### src/rtl/sync_timing_decoder_pkg.sv
// Shared VGA timing package: generator timing constants, decoder state encoding
// and counter-width helpers.
package sync_timing_decoder_pkg;

    localparam int unsigned VGA_TOTAL_COLUMNS  = 800;
    localparam int unsigned VGA_ACTIVE_COLUMNS = 640;
    localparam int unsigned VGA_TOTAL_ROWS     = 525;
    localparam int unsigned VGA_ACTIVE_ROWS    = 480;
    localparam int unsigned VGA_LOCK_FRAMES    = 2;

    typedef enum logic [1:0] {
        SEARCH = 2'd0,
        ALIGN  = 2'd1,
        LOCKED = 2'd2
    } sync_state_e;

    // Bits needed to index 0..n-1 (never less than one bit).
    function automatic int unsigned idx_width(input int unsigned n);
        return (n <= 2) ? 1 : $clog2(n);
    endfunction

    // Bits needed to hold the values 0..n.
    function automatic int unsigned cnt_width(input int unsigned n);
        return idx_width(n + 1);
    endfunction

endpackage

### src/rtl/sync_edge_detect.sv
// Active-low sync edge detector: pulses when the previous sample was inactive (1)
// and the current sample is active (0).
module sync_edge_detect (
    input  logic sync_q_i,
    input  logic sync_i,
    output logic edge_o
);

    always_comb begin
        edge_o = sync_q_i & ~sync_i;
    end

endmodule

### src/rtl/sync_timing_decoder.sv
// Receive-side VGA timing decoder: recovers pixel coordinates from an hsync/vsync/
// video-enable stream, checks line and frame geometry, reports lock and violations.
module sync_timing_decoder
    import sync_timing_decoder_pkg::*;
#(
    parameter int unsigned TOTAL_COLUMNS  = VGA_TOTAL_COLUMNS,
    parameter int unsigned TOTAL_ROWS     = VGA_TOTAL_ROWS,
    parameter int unsigned ACTIVE_COLUMNS = VGA_ACTIVE_COLUMNS,
    parameter int unsigned ACTIVE_ROWS    = VGA_ACTIVE_ROWS,
    parameter int unsigned LOCK_FRAMES    = VGA_LOCK_FRAMES
) (
    input  logic                                            clk_i,
    input  logic                                            reset_ni,
    input  logic                                            hsync_i,
    input  logic                                            vsync_i,
    input  logic                                            video_en_i,
    output logic                                            pixel_valid_o,
    output logic [$clog2(ACTIVE_COLUMNS)-1:0]               x_o,
    output logic [$clog2(ACTIVE_ROWS)-1:0]                  y_o,
    output logic [$clog2(ACTIVE_COLUMNS*ACTIVE_ROWS)-1:0]   pixel_o,
    output logic                                            frame_start_o,
    output logic                                            locked_o,
    output logic                                            error_o
);

    localparam int unsigned HW  = $clog2(TOTAL_COLUMNS + 1);
    localparam int unsigned AW  = cnt_width(ACTIVE_COLUMNS + 1);
    localparam int unsigned VW  = cnt_width(TOTAL_ROWS + 1);
    localparam int unsigned ALW = cnt_width(ACTIVE_ROWS + 1);
    localparam int unsigned CW  = cnt_width(LOCK_FRAMES);
    localparam int unsigned XW  = $clog2(ACTIVE_COLUMNS);
    localparam int unsigned YW  = $clog2(ACTIVE_ROWS);
    localparam int unsigned PW  = $clog2(ACTIVE_COLUMNS * ACTIVE_ROWS);

    localparam logic [HW-1:0]  H_LAST     = HW'(TOTAL_COLUMNS - 1);
    localparam logic [AW-1:0]  A_LINE     = AW'(ACTIVE_COLUMNS);
    localparam logic [VW-1:0]  V_FRAME    = VW'(TOTAL_ROWS);
    localparam logic [ALW-1:0] AL_FRAME   = ALW'(ACTIVE_ROWS);
    localparam logic [CW-1:0]  CLEAN_LAST = CW'(LOCK_FRAMES - 1);
    localparam logic [XW-1:0]  X_LAST     = XW'(ACTIVE_COLUMNS - 1);
    localparam logic [YW-1:0]  Y_LAST     = YW'(ACTIVE_ROWS - 1);
    localparam logic [PW-1:0]  P_LAST     = PW'(ACTIVE_COLUMNS * ACTIVE_ROWS - 1);

    logic hs_q, vs_q, ven_q;
    logic h_edge, v_edge;

    logic [HW-1:0]  h_cnt_q, h_cnt_d;
    logic [AW-1:0]  a_cnt_q, a_cnt_d;
    logic [VW-1:0]  v_cnt_q, v_cnt_d, v_cnt_line;
    logic [ALW-1:0] al_cnt_q, al_cnt_d, al_cnt_line;
    logic           h_viol, v_viol, viol;

    logic [XW-1:0]  x_cnt_q, x_cnt_d;
    logic [YW-1:0]  y_cnt_q, y_cnt_d;
    logic [PW-1:0]  pix_cnt_q, pix_cnt_d;

    sync_state_e    state_q, state_d;
    logic [CW-1:0]  clean_q, clean_d;

    logic           valid_d;
    logic           valid_q, fs_q, err_q;
    logic [XW-1:0]  x_q;
    logic [YW-1:0]  y_q;
    logic [PW-1:0]  pix_q;

    sync_edge_detect u_hsync_edge (
        .sync_q_i (hs_q),
        .sync_i   (hsync_i),
        .edge_o   (h_edge)
    );

    sync_edge_detect u_vsync_edge (
        .sync_q_i (vs_q),
        .sync_i   (vsync_i),
        .edge_o   (v_edge)
    );

    // Line/frame geometry; a coincident H edge is folded into the ending frame
    // (v_cnt_line/al_cnt_line) before the V-edge check sees it.
    always_comb begin
        h_cnt_d     = h_cnt_q;
        a_cnt_d     = a_cnt_q;
        v_cnt_line  = v_cnt_q;
        al_cnt_line = al_cnt_q;
        h_viol      = 1'b0;
        v_viol      = 1'b0;
        if (h_edge) begin
            h_viol  = (h_cnt_q != H_LAST) || ((a_cnt_q != '0) && (a_cnt_q != A_LINE));
            h_cnt_d = '0;
            a_cnt_d = video_en_i ? AW'(1) : '0;
            if (v_cnt_q != '1) begin
                v_cnt_line = v_cnt_q + 1'b1;
            end
            if ((a_cnt_q != '0) && (al_cnt_q != '1)) begin
                al_cnt_line = al_cnt_q + 1'b1;
            end
        end else begin
            if (h_cnt_q != '1) begin
                h_cnt_d = h_cnt_q + 1'b1;
            end
            if (video_en_i && (a_cnt_q != '1)) begin
                a_cnt_d = a_cnt_q + 1'b1;
            end
        end
        v_cnt_d  = v_cnt_line;
        al_cnt_d = al_cnt_line;
        if (v_edge) begin
            v_viol   = (v_cnt_line != V_FRAME) || (al_cnt_line != AL_FRAME);
            v_cnt_d  = '0;
            al_cnt_d = '0;
        end
    end

    always_comb begin
        x_cnt_d   = x_cnt_q;
        y_cnt_d   = y_cnt_q;
        pix_cnt_d = pix_cnt_q;
        if (video_en_i) begin
            if (x_cnt_q != X_LAST) begin
                x_cnt_d = x_cnt_q + 1'b1;
            end
            if (pix_cnt_q != P_LAST) begin
                pix_cnt_d = pix_cnt_q + 1'b1;
            end
        end else if (ven_q) begin
            x_cnt_d = '0;
            if (y_cnt_q != Y_LAST) begin
                y_cnt_d = y_cnt_q + 1'b1;
            end
        end
        if (v_edge) begin
            y_cnt_d   = '0;
            pix_cnt_d = '0;
        end
    end

    always_ff @(posedge clk_i) begin
        if (!reset_ni) begin
            state_q <= SEARCH;
            clean_q <= '0;
        end else begin
            state_q <= state_d;
            clean_q <= clean_d;
        end
    end

    always_comb begin
        state_d = state_q;
        clean_d = clean_q;
        viol    = 1'b0;
        case (state_q)
            SEARCH: begin
                if (v_edge) begin
                    state_d = ALIGN;
                    clean_d = '0;
                end
            end
            ALIGN: begin
                viol = h_viol || v_viol;
                if (viol) begin
                    clean_d = '0;
                end else if (v_edge) begin
                    if (clean_q == CLEAN_LAST) begin
                        state_d = LOCKED;
                        clean_d = '0;
                    end else begin
                        clean_d = clean_q + 1'b1;
                    end
                end
            end
            LOCKED: begin
                viol = h_viol || v_viol;
                if (viol) begin
                    state_d = SEARCH;
                end
            end
            default: begin
                state_d = SEARCH;
                clean_d = '0;
            end
        endcase
    end

    always_comb begin
        locked_o      = (state_q == LOCKED);
        pixel_valid_o = valid_q;
        x_o           = x_q;
        y_o           = y_q;
        pixel_o       = pix_q;
        frame_start_o = fs_q;
        error_o       = err_q;
    end

    // Validity follows the post-update state so it never outlives locked_o.
    always_comb begin
        valid_d = video_en_i && (state_d == LOCKED);
    end

    always_ff @(posedge clk_i) begin
        if (!reset_ni) begin
            hs_q      <= 1'b0;
            vs_q      <= 1'b0;
            ven_q     <= 1'b0;
            h_cnt_q   <= '0;
            a_cnt_q   <= '0;
            v_cnt_q   <= '0;
            al_cnt_q  <= '0;
            x_cnt_q   <= '0;
            y_cnt_q   <= '0;
            pix_cnt_q <= '0;
            valid_q   <= 1'b0;
            fs_q      <= 1'b0;
            err_q     <= 1'b0;
            x_q       <= '0;
            y_q       <= '0;
            pix_q     <= '0;
        end else begin
            hs_q      <= hsync_i;
            vs_q      <= vsync_i;
            ven_q     <= video_en_i;
            h_cnt_q   <= h_cnt_d;
            a_cnt_q   <= a_cnt_d;
            v_cnt_q   <= v_cnt_d;
            al_cnt_q  <= al_cnt_d;
            x_cnt_q   <= x_cnt_d;
            y_cnt_q   <= y_cnt_d;
            pix_cnt_q <= pix_cnt_d;
            valid_q   <= valid_d;
            fs_q      <= valid_d && (pix_cnt_q == '0);
            err_q     <= viol;
            if (valid_d) begin
                x_q   <= x_cnt_q;
                y_q   <= y_cnt_q;
                pix_q <= pix_cnt_q;
            end
        end
    end

endmodule
### config.mk
export PLATFORM = sky130hd
export DESIGN_NAME = sync_timing_decoder
export DESIGN_NICKNAME = d
export VERILOG_FILES = /design/src/rtl/sync_timing_decoder_pkg.sv /design/src/rtl/sync_edge_detect.sv /design/src/rtl/sync_timing_decoder.sv
export SDC_FILE = /design/constraint.sdc
export NUM_CORES = 1
export LEC_CHECK = 0
export CORE_ASPECT_RATIO = 1.4
export CORE_UTILIZATION = 30
export CTS_CLUSTER_SIZE = 25
export DETAILED_ROUTE_END_ITERATION = 16
export PLACE_DENSITY_LB_ADDON = 0.25
export SLEW_MARGIN = 20
export SYNTH_ARGS = -nofsm -noshare
export SYNTH_HDL_FRONTEND = slang
export SYNTH_HIERARCHICAL = 1
export SYNTH_SLANG_ARGS = --single-unit
### constraint.sdc
create_clock -name clk_i -period 3.66 [get_ports clk_i]
set_input_delay 0.366 -clock clk_i [delete_from_list [all_inputs] [get_ports clk_i]]
set_output_delay 0.366 -clock clk_i [all_outputs]
set_load 0.01 [all_outputs]
==> metrics.yaml <==
outcome: "completed"
yosysSeqAreaShare_pct: 42.7
cts_htree_levels: 4
fin_ws_ns: 0.341
antenna_found_initial: 0
start_util_pct: 30.5
pwr_density_cell_nw_per_um2: 454
rows: 60
crit_fanout: 38
cts_tree: "done"
worst_clock_skew_ns: 0.00898
vdd_ir_drop_max_mv: 0.318
maxCapViolations: 0
finalNonFillerCells: 984
whs_ns: 0.412
die_height_um: 167
routedWlPerCell_um: 12.8
postSynthCellCount: 680
grt_max_degree: 72
worstSetupStartpointType: "register"
diodes: 0
synth_top_area_share_pct: 42.7
fin_area_um2: 7200
cts-root-buf: "clkbuf_16"
power.leakage_nw: 2.44
setup.worst_path.class: "register to register"
cts_buffer_depth: 2
avgSynthCellArea_um2: 8.62
cp.arrival_ns: 3.66
gp_congestion: 0.781
dp_cells: 953
layout_common_cells: "dfxtp_1 (125), nand2_1 (116), nor2_1 (85)"
drive_gt1_share_pct: 6.93
finalMaxSlewViolations: 0
port_buffers: 46
drt-total-wl_um: 12600
grt_usage_pct: 13.3
required_ns: 4.00
period_share_pct: 90.7
cts_setup_buffers: 0
synth_seq_cells: 125
fmax_mhz: 301
synthFlopType: "dfxtp_1"
overflow: 0
syn-cell-area_um2: 5860
drc: 0
die_area_um2: 20100
yosysWarnings: 6
hold_path.class: "input pin to register"
final_common_cell: "dfxtp_1"
via_per_inst: 4.75
cts_made_buffers: 17
clk_pin_slew_ns: 0.05
clock_latency_ns: 0.42
pin_count: 47
power.total_mw: 3.27
placed_cell_area_um2: 6560
dp_hpwl_um: 8710
rsz0062_at_grt: "false"
worst_pin_slew_ns: 0.739
final_antenna_net_count: 0
cts_num_sinks: 125
vias: 4673
synth.area.top_cells: "dfxtp_1 (43%), mux2i_1 (8.0%), nand2_1 (7.4%), nor2_1 (5.4%), xor2_1 (4.0%)"
post-route-util_pct: 37.4
finalSetupViolCount: 0
finalNetCount: 743
maxSlewHeadroom_pct: 50.7
die_w_um: 120
areaGrowthSynthToFinish_pct: 22.8
hold_viol_final: 0
synth.distinct_cells: 58
drt_iter0_markers: 226
end_kind: "register"
cts_resized: 0
grt_pass1_wl_um: 21500
tns_ns: 0
synth_enable_flop_cells: 0
syn-num-nets: 699
core-area_um2: 19200
grt_pass1_vias: 4494
postCtsHoldBufs: 0
dr.pass1.iters: 6
yosys.area.top_type: "dfxtp_1"
min_period_ns: 3.32
place_ws_ns: 0.202
ys_async_sr_fraction_pct: 0
area by class of cell:
type	count	area, um2
inverter	19	71.3
timing repair buffer	52	538
multi-input combinational	509	3150
clock inverter	9	134
fill	2023	12000
clock buffer	22	494
sequential	125	2500
tap	248	310
report_power, final:
part           leakage (nW)  internal [mW]  switching (mW)  total, mW
Combinational          1.13         0.0420          0.0758      0.118
Sequential             1.01           1.37          0.0121       1.39
Clock                 0.296           1.16           0.605       1.76
final timing paths:
check,start,endpoint,slack [ns],cells past startpoint
worst max register to register,al_cnt_q[2],x_o[8],0.34,12
worst max-delay path,al_cnt_q[2],x_o[8],0.34,12
worst min-delay path,reset_ni,x_o[0],0.41,3
worst min register to register,clean_q[1],clean_q[1],0.45,1
sequential cells by signal, summed over array words and instances (netlist names):
signal / flops
pix_cnt_q: 19
pixel_o: 19
a_cnt_q: 10
h_cnt_q: 10
v_cnt_q: 10
x_cnt_q: 10
x_o: 10
al_cnt_q: 9
y_cnt_q: 9
y_o: 9
clean_q: 2
state_q: 2
error_o: 1
frame_start_o: 1
hs_q: 1
pixel_valid_o: 1
ven_q: 1
vs_q: 1
synthesized netlist by cell type (all sizes together) (2+ instances only):
cell	number
a31oi	4
nand4b	2
or3	11
o311ai	2
inv	19
and2	7
a21oi	22
a22oi	2
nor2b	7
mux2i	47
a21boi	2
o41ai	2
nand3b	3
xnor2	19
clkbuf	20
buf	7
o21ai	18
and3	12
ha	14
nor3b	3
nand4	22
a211oi	4
xor2	27
nor2	85
nor4	3
nand2	117
dfxtp	125
o21ba	2
nand2b	6
and4	3
nand3	23
nor4b	3
or4	2
a41oi	2
o21a	6
nor3	17
metal layers:
metal / track usage [%] / part of all wire, % / vias up
met2: 22.5 / 49 / 53
met3: 2.66 / 2.3 / 17
met5: 0 / 0 / -
li1: - / - / 2422
met4: 5.65 / 1.5 / 0
met1: 16.1 / 47 / 2181
cell families after synthesis:
| logic type | Yosys count | share of synthesized area, % |
|---|---|---|
| buffers and inverters | 46 | 3.71 |
| adder cells (fa/ha/maj) | 14 | 2.99 |
| AO/OA/AOI/OAI | 75 | 8.82 |
| AND/OR/NAND/NOR | 327 | 26.9 |
| XOR/XNOR | 46 | 6.87 |
| flip-flops | 125 | 42.7 |
| multiplexers | 47 | 8.03 |
critical path, cell delays in order, from the launching register on:
cell	delay [ns]
dfxtp_1	0.42
and4_1	0.29
and4_1	0.21
ha_1	0.16
nand2b_1	0.16
a31oi_2	0.11
or4b_1	0.55
a21oi_2	0.20
nand4_4	0.17
a211oi_2	0.22
o21ba_2	0.18
buf_12	0.26
mux2i_1	0.24
Note: power is estimated with default switching activity, not from simulation.
